$ cat config.mk
export PLATFORM = sky130hd
export DESIGN_NAME = target_frame_receiver
export DESIGN_NICKNAME = d
export VERILOG_FILES = /design/src/rtl/target_frame_receiver.sv
export SDC_FILE = /design/constraint.sdc
export NUM_CORES = 1
export LEC_CHECK = 0
export CAP_MARGIN = 15
export CORE_MARGIN = 2
export CORE_UTILIZATION = 55
export DETAILED_ROUTE_END_ITERATION = 8
export GPL_TIMING_DRIVEN = 0
export PLACE_DENSITY = 0.86
export SLEW_MARGIN = 10
export SYNTH_ARGS = -nofsm -noshare
export SYNTH_HDL_FRONTEND = slang
export SYNTH_SLANG_ARGS = --single-unit
$ cat constraint.sdc
create_clock -name clk -period 6.7 [get_ports clk]
set_clock_uncertainty 0.2 [all_clocks]
set_input_delay 1.34 -clock clk [delete_from_list [all_inputs] [get_ports clk]]
set_output_delay 1.34 -clock clk [all_outputs]
set_load 0.01 [all_outputs]
$ cat src/rtl/target_frame_receiver.sv
// rtl/target_frame_receiver.sv - 8N1 UART receiver that decodes machine-select frames
//
// Receives 8N1 bytes (LSB first, idle high) on rx.
// Each well-framed byte is interpreted as a target select (id 1..20), a clear (0x00) or an illegal id.
//
// Ports:
//   clk          system clock; all state updates on its rising edge
//   rst_n        asynchronous active-low reset
//   rx           asynchronous serial input
//   rx_byte      last byte received with a valid stop bit
//   byte_valid   one-cycle pulse when rx_byte updates
//   target_id    currently selected machine id (0 = none)
//   target_valid one-cycle pulse when target_id is loaded with a legal id
//   target_clear one-cycle pulse when a 0x00 frame clears target_id
//   id_err       one-cycle pulse on a well-framed byte that is neither a select nor 0x00
//   frame_err    one-cycle pulse when the stop bit samples low
module target_frame_receiver #(
  parameter int CLKS_PER_BIT = 10417
) (
  input  logic       clk,
  input  logic       rst_n,
  input  logic       rx,
  output logic [7:0] rx_byte,
  output logic       byte_valid,
  output logic [4:0] target_id,
  output logic       target_valid,
  output logic       target_clear,
  output logic       id_err,
  output logic       frame_err
);

  localparam logic [15:0] BIT_LAST  = 16'(CLKS_PER_BIT - 1);
  localparam logic [15:0] HALF_LAST = 16'(CLKS_PER_BIT / 2 - 1);

  typedef enum logic [2:0] {
    IDLE  = 3'd0,
    START = 3'd1,
    DATA  = 3'd2,
    STOP  = 3'd3,
    BREAK = 3'd4
  } state_t;

  state_t      state, state_next;
  logic [15:0] clk_cnt, cnt_next;
  logic [2:0]  bit_idx;
  logic [7:0]  shift_reg;
  logic        rx_meta, rx_s;
  logic        sample_bit;
  logic        stop_ok;
  logic        stop_bad;
  logic        sel_ok;
  logic        is_zero;

  // Two-flop synchronizer; resets to the idle (high) line level.
  always_ff @(posedge clk or negedge rst_n) begin
    if (!rst_n) begin
      rx_meta <= 1'b1;
      rx_s    <= 1'b1;
    end else begin
      rx_meta <= rx;
      rx_s    <= rx_meta;
    end
  end

  always_ff @(posedge clk or negedge rst_n) begin
    if (!rst_n) begin
      state   <= IDLE;
      clk_cnt <= 16'd0;
    end else begin
      state   <= state_next;
      clk_cnt <= cnt_next;
    end
  end

  always_comb begin
    state_next = state;
    cnt_next   = clk_cnt;
    sample_bit = 1'b0;
    stop_ok    = 1'b0;
    stop_bad   = 1'b0;
    unique case (state)
      IDLE: begin
        cnt_next = 16'd0;
        if (!rx_s) state_next = START;
      end
      START: begin
        // Re-check the line half a bit in so a short low glitch is dropped.
        if (clk_cnt == HALF_LAST) begin
          cnt_next   = 16'd0;
          state_next = rx_s ? IDLE : DATA;
        end else begin
          cnt_next = clk_cnt + 16'd1;
        end
      end
      DATA: begin
        if (clk_cnt == BIT_LAST) begin
          cnt_next   = 16'd0;
          sample_bit = 1'b1;
          if (bit_idx == 3'd7) state_next = STOP;
        end else begin
          cnt_next = clk_cnt + 16'd1;
        end
      end
      STOP: begin
        if (clk_cnt == BIT_LAST) begin
          cnt_next = 16'd0;
          if (rx_s) begin
            stop_ok    = 1'b1;
            state_next = IDLE;
          end else begin
            stop_bad   = 1'b1;
            state_next = BREAK;
          end
        end else begin
          cnt_next = clk_cnt + 16'd1;
        end
      end
      BREAK: begin
        // Line held low past the stop bit: wait for it to return high
        // so the tail of a break is not mistaken for a new start bit.
        cnt_next = 16'd0;
        if (rx_s) state_next = IDLE;
      end
      default: begin
        cnt_next   = 16'd0;
        state_next = IDLE;
      end
    endcase
  end

  // Select frame: 0 b6..b2 1 1 with id in 1..20.
  assign sel_ok  = !shift_reg[7] && (shift_reg[1:0] == 2'b11) &&
                   (shift_reg[6:2] >= 5'd1) && (shift_reg[6:2] <= 5'd20);
  assign is_zero = (shift_reg == 8'h00);

  always_ff @(posedge clk or negedge rst_n) begin
    if (!rst_n) begin
      bit_idx      <= 3'd0;
      shift_reg    <= 8'h00;
      rx_byte      <= 8'h00;
      target_id    <= 5'd0;
      byte_valid   <= 1'b0;
      target_valid <= 1'b0;
      target_clear <= 1'b0;
      id_err       <= 1'b0;
      frame_err    <= 1'b0;
    end else begin
      byte_valid   <= 1'b0;
      target_valid <= 1'b0;
      target_clear <= 1'b0;
      id_err       <= 1'b0;
      frame_err    <= 1'b0;

      if (state == IDLE) bit_idx <= 3'd0;

      if (sample_bit) begin
        shift_reg[bit_idx] <= rx_s;
        bit_idx            <= bit_idx + 3'd1;
      end

      // Decode lands in the same cycle as byte_valid.
      if (stop_ok) begin
        rx_byte    <= shift_reg;
        byte_valid <= 1'b1;
        if (sel_ok) begin
          target_id    <= shift_reg[6:2];
          target_valid <= 1'b1;
        end else if (is_zero) begin
          target_id    <= 5'd0;
          target_clear <= 1'b1;
        end else begin
          id_err <= 1'b1;
        end
      end

      if (stop_bad) frame_err <= 1'b1;
    end
  end

endmodule
After elaboration in Yosys (flattened, before gate mapping)
Cells that the tools add are included.
{ "totals": {"ff_bits": 50, "in_bits": 3, "output_inout_bits": 18, "wordCells": 82} }
{ "op_classes": {"n_addsub": 2, "n_lt_le_gt_ge": 4, "n_eq_ne": 14, "mux": 37, "n_reduce_logical": 12} }
{ "op_table": {"columns": ["cell", "count"], "rows": [
  ["two-way mux 16 bit", 2],
  ["case mux 16 bit (2 select lines)", 1],
  ["two-way mux 3 bit", 9],
  ["two-way mux 1 bit", 19],
  ["adder 16 x 1 -> 16 bit (second input constant)", 1],
  ["equality test 16 x 13 -> 1 bit (second input constant)", 1],
  ["equality test 16 x 14 -> 1 bit (second input constant)", 1],
  ["case mux 3 bit (5 select lines)", 1],
  ["inequality test 2 bit (second input constant)", 6],
  ["two-way mux 5 bit", 2],
  ["bitwise mux 8 bit", 1],
  ["logical NOT 8 bit", 1],
  ["equality test 3 x 2 -> 1 bit (second input constant)", 2],
  ["equality test 3 bit (second input constant)", 2],
  ["AND reduction 6 bit", 1],
  [">= comparator 5 x 1 -> 1 bit (second input constant)", 1],
  ["less-or-equal comparator 5 bit (second input constant)", 1],
  ["logical AND 1 bit", 4],
  ["less-than comparator 3 x 4 -> 1 bit (second input constant)", 1],
  ["nonzero test 2 bit", 2],
  ["adder 3 x 1 -> 3 bit (second input constant)", 1],
  ["demux 1 bit (select 3 bit)", 1],
  ["equality test 3 x 1 -> 1 bit (second input constant)", 1],
  [">= comparator 3 x 1 -> 1 bit (second input constant)", 1],
  ["6 further kinds", 6]
]} }

Longest topological paths before layout
Gate-level depths: netlist of the first run.
{ "depth": {"ltp_word": 6, "depth_mapped": 8, "depth_no_buf": 7} }

Worst setup path after synthesis of the first run
OpenSTA, ideal clock, no wires.
{ "synth_timing": {"path_kind": "reg2reg", "start": "register clk_cnt[3]", "end": "register shift_reg[4]", "setup_time_ns": 0.128, "t_arrival_ns": 1.910, "t_required_ns": 6.372, "path_slack_ns": 4.463, "stages_incl_launch_ff": 7, "n_path_buf": 1, "synth_period_minus_slack_ns": 2.237, "cell_sequence": "dfrtp_1 > or4b_4 > nand4bb_4 > buf_6 > nor2_1 > and3_1 > mux2_1"} }
{ "synth_via": {"elab_chain_cells": 3} }
{ "synth_rtl": {"columns": ["element", "line", "source"], "rows": [
  ["from (decl)", "44", "logic [15:0] clk_cnt, cnt_next;"],
  ["from (signal assigned)", "71", "clk_cnt <= cnt_next;"],
  ["equality test 16 x 14 -> 1 bit", "96", "if (clk_cnt == BIT_LAST) begin"],
  ["two-way mux 1 bit", "96", null],
  ["two-way mux 1 bit", "81", "unique case (state)"],
  ["to (signal, indexed assignment)", "157", "shift_reg[bit_idx] <= rx_s;"],
  ["to (decl)", "46", "logic [7:0] shift_reg;"]
]} }
Every way passes these cells.
A chain may end at the register's enable or synchronous reset.

Worst setup path after layout of the first run
{ "layout_timing": {"start": "register rx_byte[1]", "end": "output port rx_byte[1]"} }
{ "layout_rtl": {"columns": ["element", "line", "source"], "rows": [
  ["from (decl)", "23", "output logic [7:0] rx_byte,"],
  ["from (signal assigned)", "163", "rx_byte <= shift_reg;"]
]} }
No word-level cell between the ends.

==> results of run 1 <==
worst paths after layout:
kind | to | startpoint | cells after the start | slack (ps)
worst min-delay path | rx_s$_DFF_PN1_ | rx_meta$_DFF_PN1_ | 0 | 160
min in group asynchronous | clk_cnt[9]$_DFF_PN0_ | rst_n | 1 | 770
max in group asynchronous | shift_reg[4]$_DFFE_PN0P_ | rst_n | 2 | 5020
worst max-delay path | rx_byte[1] | rx_byte[1]$_DFFE_PN0P_ | 1 | 3930
worst max register to register | shift_reg[2]$_DFFE_PN0P_ | clk_cnt[9]$_DFF_PN0_ | 6 | 4200
worst min register to register | rx_s$_DFF_PN1_ | rx_meta$_DFF_PN1_ | 0 | 160
synthesized netlist by cell type, types with 3 or more instances:
cell | n | area share, %
xor2_1 | 9 | 3.4
nor3_1 | 4 | 0.86
a21oi_1 | 4 | 0.86
dfrtp_1 | 48 | 51
clkbuf_1 | 5 | 0.80
nor2_1 | 30 | 4.8
a22o_1 | 10 | 3.7
mux2_2 | 5 | 2.4
nand4_1 | 7 | 1.9
xnor2_1 | 5 | 1.9
mux2_1 | 12 | 5.8
inv_1 | 3 | 0.48
and3_1 | 3 | 0.80
ha_1 | 4 | 2.1
nand2_1 | 9 | 1.4
nand3_1 | 10 | 2.1
report_power, final:
part	switching, mW	total [mW]	internal (mW)	leakage [nW]
clock	0.100	0.183	0.0831	0.0472
combinational	0.00648	0.00860	0.00212	0.531
sequential	0.000396	0.303	0.303	0.677
total	0.107	0.495	0.388	1.26
area by class of cell:
class | instances | area [um2]
fill | 289 | 1345
sequential | 50 | 1254
multi-input combinational | 140 | 1040
timing repair buffer | 21 | 215.2
clock buffer | 6 | 82.58
tap | 50 | 62.56
buffer | 7 | 35.03
clock inverter | 2 | 12.51
inverter | 3 | 11.26
routing by layer:
layer / GRT usage [%] / vias to the layer above
met1: 27.19 / 838
met4: 8.061 / 0
li1: - / 772
met5: 0 / -
met3: 5.233 / 9
met2: 30.77 / 40
metrics by stage:
step | util (%) | area (um2) | std cells
floorplan | - | 2340 | 200
global placement | 64.14 | 2603 | 270
detailed placement | 64.51 | 2618 | 271
CTS | 66.85 | 2713 | 279
global route | 66.85 | 2713 | 279
finish | 66.85 | 2713 | 279
cell families after synthesis:
kind of cell / after synthesis
buf+inv: 10
xor+xnor: 14
simple gates: 84
mux: 17
flops: 50
compound gates: 21
fa+ha+maj: 4
==> flow_metrics.tcl, run 1 <==
set metrics [dict create \
    status "complete, no violations" \
    ir_drop_mv 0.1199 \
    finalMaxSlewViolations 0 \
    ys_types 41 \
    clock_latency_ps 310 \
    core_area_mm2 0.004058 \
    postSynthAreaPerCell_um2 11.70 \
    portBuffers 20 \
    final_common_cell "dfrtp_1" \
    numCtsBuffers 5 \
    synth.area.mux_share_pct 8.182 \
    num_vias 1659 \
    grt_max_degree 32 \
    drt_first_iter_violations 81 \
    post_cts_buffers 0 \
    final_cell_mix "48 x dfrtp_1, 30 x nor2_1, 19 x clkdlybuf4s50_1" \
    track_usage_pct 20.01 \
    finalWorstSetupSlack_ps 3935 \
    async_reset_ff_share_pct 100.0 \
    synth-seq-cells 50 \
    leakage_nw 1.255 \
    synthXorXnorAreaFrac_pct 5.241 \
    slew_headroom_pct 56.84 \
    setup_violations 0 \
    drcViolationCount 0 \
    total_power_mw 0.4951 \
    fmax_ghz 0.3617 \
    clk_pin_slew_ps 90 \
    cp-end-kind "output pin" \
    maxCapViolations 0 \
    wl_met3_um 178 \
    cts_tree "done" \
    num_rows 23 \
    synth_adder_area_share_pct 2.139 \
    area_growth_pct 15.94 \
    yosysWarnings 0 \
    cp_max_fo 2 \
    fin_tns_setup_ps 0 \
    post-route-period-util_pct 41.27 \
    h-tree-depth 2 \
    synth_ff_type "dfrtp_1" \
    die_x_um 69.23 \
    cpMaxStageDelayCell "clkdlybuf4s50_1" \
    worstPathCellList "clkdlybuf4s50_1" \
    gp_congestion 0.8544 \
    synth_top_family_by_area "simple AND/OR/NAND/NOR gates" \
    grt_pass1_wl_um 7652 \
    dieArea_mm2 0.004792 \
    worstPathArrival_ps 1230 \
    wl_met2_um 2016 \
    syn_nets 207 \
    cts_root_buffer "clkbuf_8" \
    synth_compound_area_share_pct 7.166 \
    vias_per_cell 5.946 \
    whs_ps 162.0 \
    die_h_um 69.23 \
    largest_reg_flops 16 \
    ctsResizeCount 0 \
    crit_family "buffers and inverters" \
    hp-class "flop to flop" \
    start_util_pct 57.66 \
    grt_pass1_vias 1617 \
    power_density_mw_per_mm2 182.5 \
    crit_path_start_kind "flop" \
    syn_inst 200 \
    antenna_found_initial 0 \
    postCtsHoldBufs 0 \
    gr-total-overflow 0 \
    num_antenna_cells 0 \
    syn_area_mm2 0.002340 \
    period_needed_ps 2765 \
    ys_seq_area_share_pct 53.58 \
    required_ps 5160 \
    dp_hpwl_um 3070 \
    yosys.area_share.simple_pct 21.71 \
    path_class "flop to output pin" \
    drtAntennaViolNets 0 \
    dp_slack_ps 4247 \
    dr.pass1.iters 4 \
    synth_edf_count 0 \
    clockBufferDepth 2 \
    crit_buf_inv 1 \
    met1Wirelength_um 1996 \
    nets 235 \
    hold_violations 0 \
    dr.max_layer_used "met4" \
    cts.sinks 50 \
    grt_setup_unrepaired "false" \
    cp_slowest_stage_delay_ps 540 \
    tightest_slew_ps 642.5 \
    io_pins 21 \
    wirelength_um 4265 \
    drive_gt1_share_pct 12.23 \
    wire_per_inst_um 15.29 \
]
(Power assumes the default switching activity.)
==> run 2, diff against run 1 <==
- clock period: 6.7 -> 2.8 ns (I/O delays scaled with it)
==> flow_metrics.tcl, run 2 (synthesized netlist as in run 1, its figures left out) <==
set metrics [dict create \
    status "complete, no violations" \
    antenna_found_initial 0 \
    place_area_mm2 0.002618 \
    largest_reg_flops 16 \
    drive_gt1_share_pct 12.17 \
    fin_tns_setup_ps 0 \
    die_h_um 69.23 \
    reg2reg_depth 6 \
    io_pins 21 \
    drcViolationCount 0 \
    hp-start "rx_meta$_DFF_PN1_" \
    wirelength_um 4282 \
    path_class "flop to flop" \
    r2r_start "clk_cnt[9]$_DFF_PN0_" \
    fin_util_pct 67.10 \
    cts.sinks 50 \
    grt_pass1_vias 1617 \
    post-route-period-util_pct 89.23 \
    hp-class "flop to flop" \
    whs_ps 162.0 \
    required_ps 2800 \
    core_area_mm2 0.004058 \
    worstPathArrival_ps 2500 \
    finalWorstSetupSlack_ps 301.6 \
    track_usage_pct 20.01 \
    clockBufferDepth 2 \
    num_rows 23 \
    clk_pin_slew_ps 90 \
    placedCellCount 271 \
    gr-total-overflow 0 \
    final_area_mm2 0.002723 \
    whs_path_depth 0 \
    wire_per_inst_um 15.29 \
    dieArea_mm2 0.004792 \
    ctsResizeCount 0 \
    final_common_cell "dfrtp_1" \
    cts_root_buffer "clkbuf_8" \
    dr.pass1.iters 4 \
    start_util_pct 57.66 \
    setup_violations 0 \
    area_growth_pct 16.36 \
    p_sw_share_pct 21.65 \
    numCtsBuffers 5 \
    num_antenna_cells 0 \
    gp_congestion 0.8544 \
    clock_latency_ps 310 \
    grt_setup_unrepaired "false" \
    dp_hpwl_um 3070 \
    h-tree-depth 2 \
    vias_per_cell 5.929 \
    p_clk_share_pct 37.0 \
    portBuffers 20 \
    maxCapViolations 0 \
    cp-end-kind "flop" \
    pwr-share-seq_pct 61.2 \
    dp_slack_ps 347.5 \
    power.switching_mw 0.2567 \
    drtAntennaViolNets 0 \
    hold_end "rx_s$_DFF_PN1_" \
    power_density_mw_per_mm2 435.4 \
    internal_power_mw 0.9288 \
    cp_max_fo 7 \
    combinationalPowerShare_pct 1.8 \
    drt_first_iter_violations 79 \
    leakage_nw 1.259 \
    grt_pass1_wl_um 7652 \
    num_vias 1660 \
    period_needed_ps 2498 \
    finalNonFillerCells 280 \
    grt_max_degree 32 \
    hold_violations 0 \
    timing.rr.end "shift_reg[2]$_DFFE_PN0P_" \
    finalMaxSlewViolations 0 \
    tightest_slew_ps 641.7 \
    final_cell_mix "48 x dfrtp_1, 30 x nor2_1, 19 x clkdlybuf4s50_1" \
    regToRegSetupSlack_ps 300 \
    slew_headroom_pct 56.89 \
    die_x_um 69.23 \
    crit_path_start_kind "flop" \
    nets 236 \
    ir_drop_mv 0.2866 \
    total_power_mw 1.186 \
    fmax_ghz 0.4003 \
    cts_tree "done" \
]
[run 2: changes by cell type in the layout (fill, tap and decap cells not counted)]
cell,change
dlygate4sd3_1,+1
[run 2: worst max-delay path by stage]
| stage | start | slack [ps] | cells after the start | end |
|---|---|---|---|---|
| global route | clk_cnt[9]$_DFF_PN0_ | 180 | 6 | shift_reg[2]$_DFFE_PN0P_ |
| detailed placement | clk_cnt[3]$_DFF_PN0_ | 350 | 5 | shift_reg[2]$_DFFE_PN0P_ |
| global placement | rst_n | -400 | 1 | frame_err$_DFF_PN0_ |
| floorplan | clk_cnt[3]$_DFF_PN0_ | 560 | 6 | shift_reg[4]$_DFFE_PN0P_ |
| finish | clk_cnt[9]$_DFF_PN0_ | 300 | 6 | shift_reg[2]$_DFFE_PN0P_ |
| CTS | clk_cnt[9]$_DFF_PN0_ | 320 | 6 | shift_reg[2]$_DFFE_PN0P_ |
[run 2: per-layer routing]
layer	global-route usage [%]	share of wire [%]	up-vias
met5	0	0	-
met4	8.061	1.7	0
met3	5.087	4.6	9
met2	30.77	47	48
met1	27.29	46	830
li1	-	-	773
[run 2: layout make-up]
cell class,count,area (um2)
timing repair buffer,22,225.2
clock inverter,2,12.51
clock buffer,6,82.58
tap,50,62.56
buffer,7,35.03
fill,288,1335
multi-input combinational,140,1040
inverter,3,11.26
sequential,50,1254
[run 2: what timing repair did]
item / CTS / global route
hold endpoints to repair: 4 / 0
setup buffers: 0 / 0
endpoints found under the setup margin: 0 / 0
hold buffers: 1 / 0
[run 2: worst max-delay path: stages, from the launching register on]
cell	delay (ps)
dfrtp_1	370
clkbuf_1	190
nor4b_2	470
and4bb_1	410
nand2_1	110
nor4_1	250
mux2_2	380
[run 2: power by group through the flow]
stage | Combinational, mW | Clock (mW) | Sequential (mW)
floorplan | 0.00188 | 0 | 0.739
global placement | 0.0192 | 0 | 0.739
detailed placement | 0.0217 | 0 | 0.739
CTS | 0.0228 | 0.448 | 0.725
global route | 0.0252 | 0.477 | 0.725
finish | 0.0216 | 0.439 | 0.725
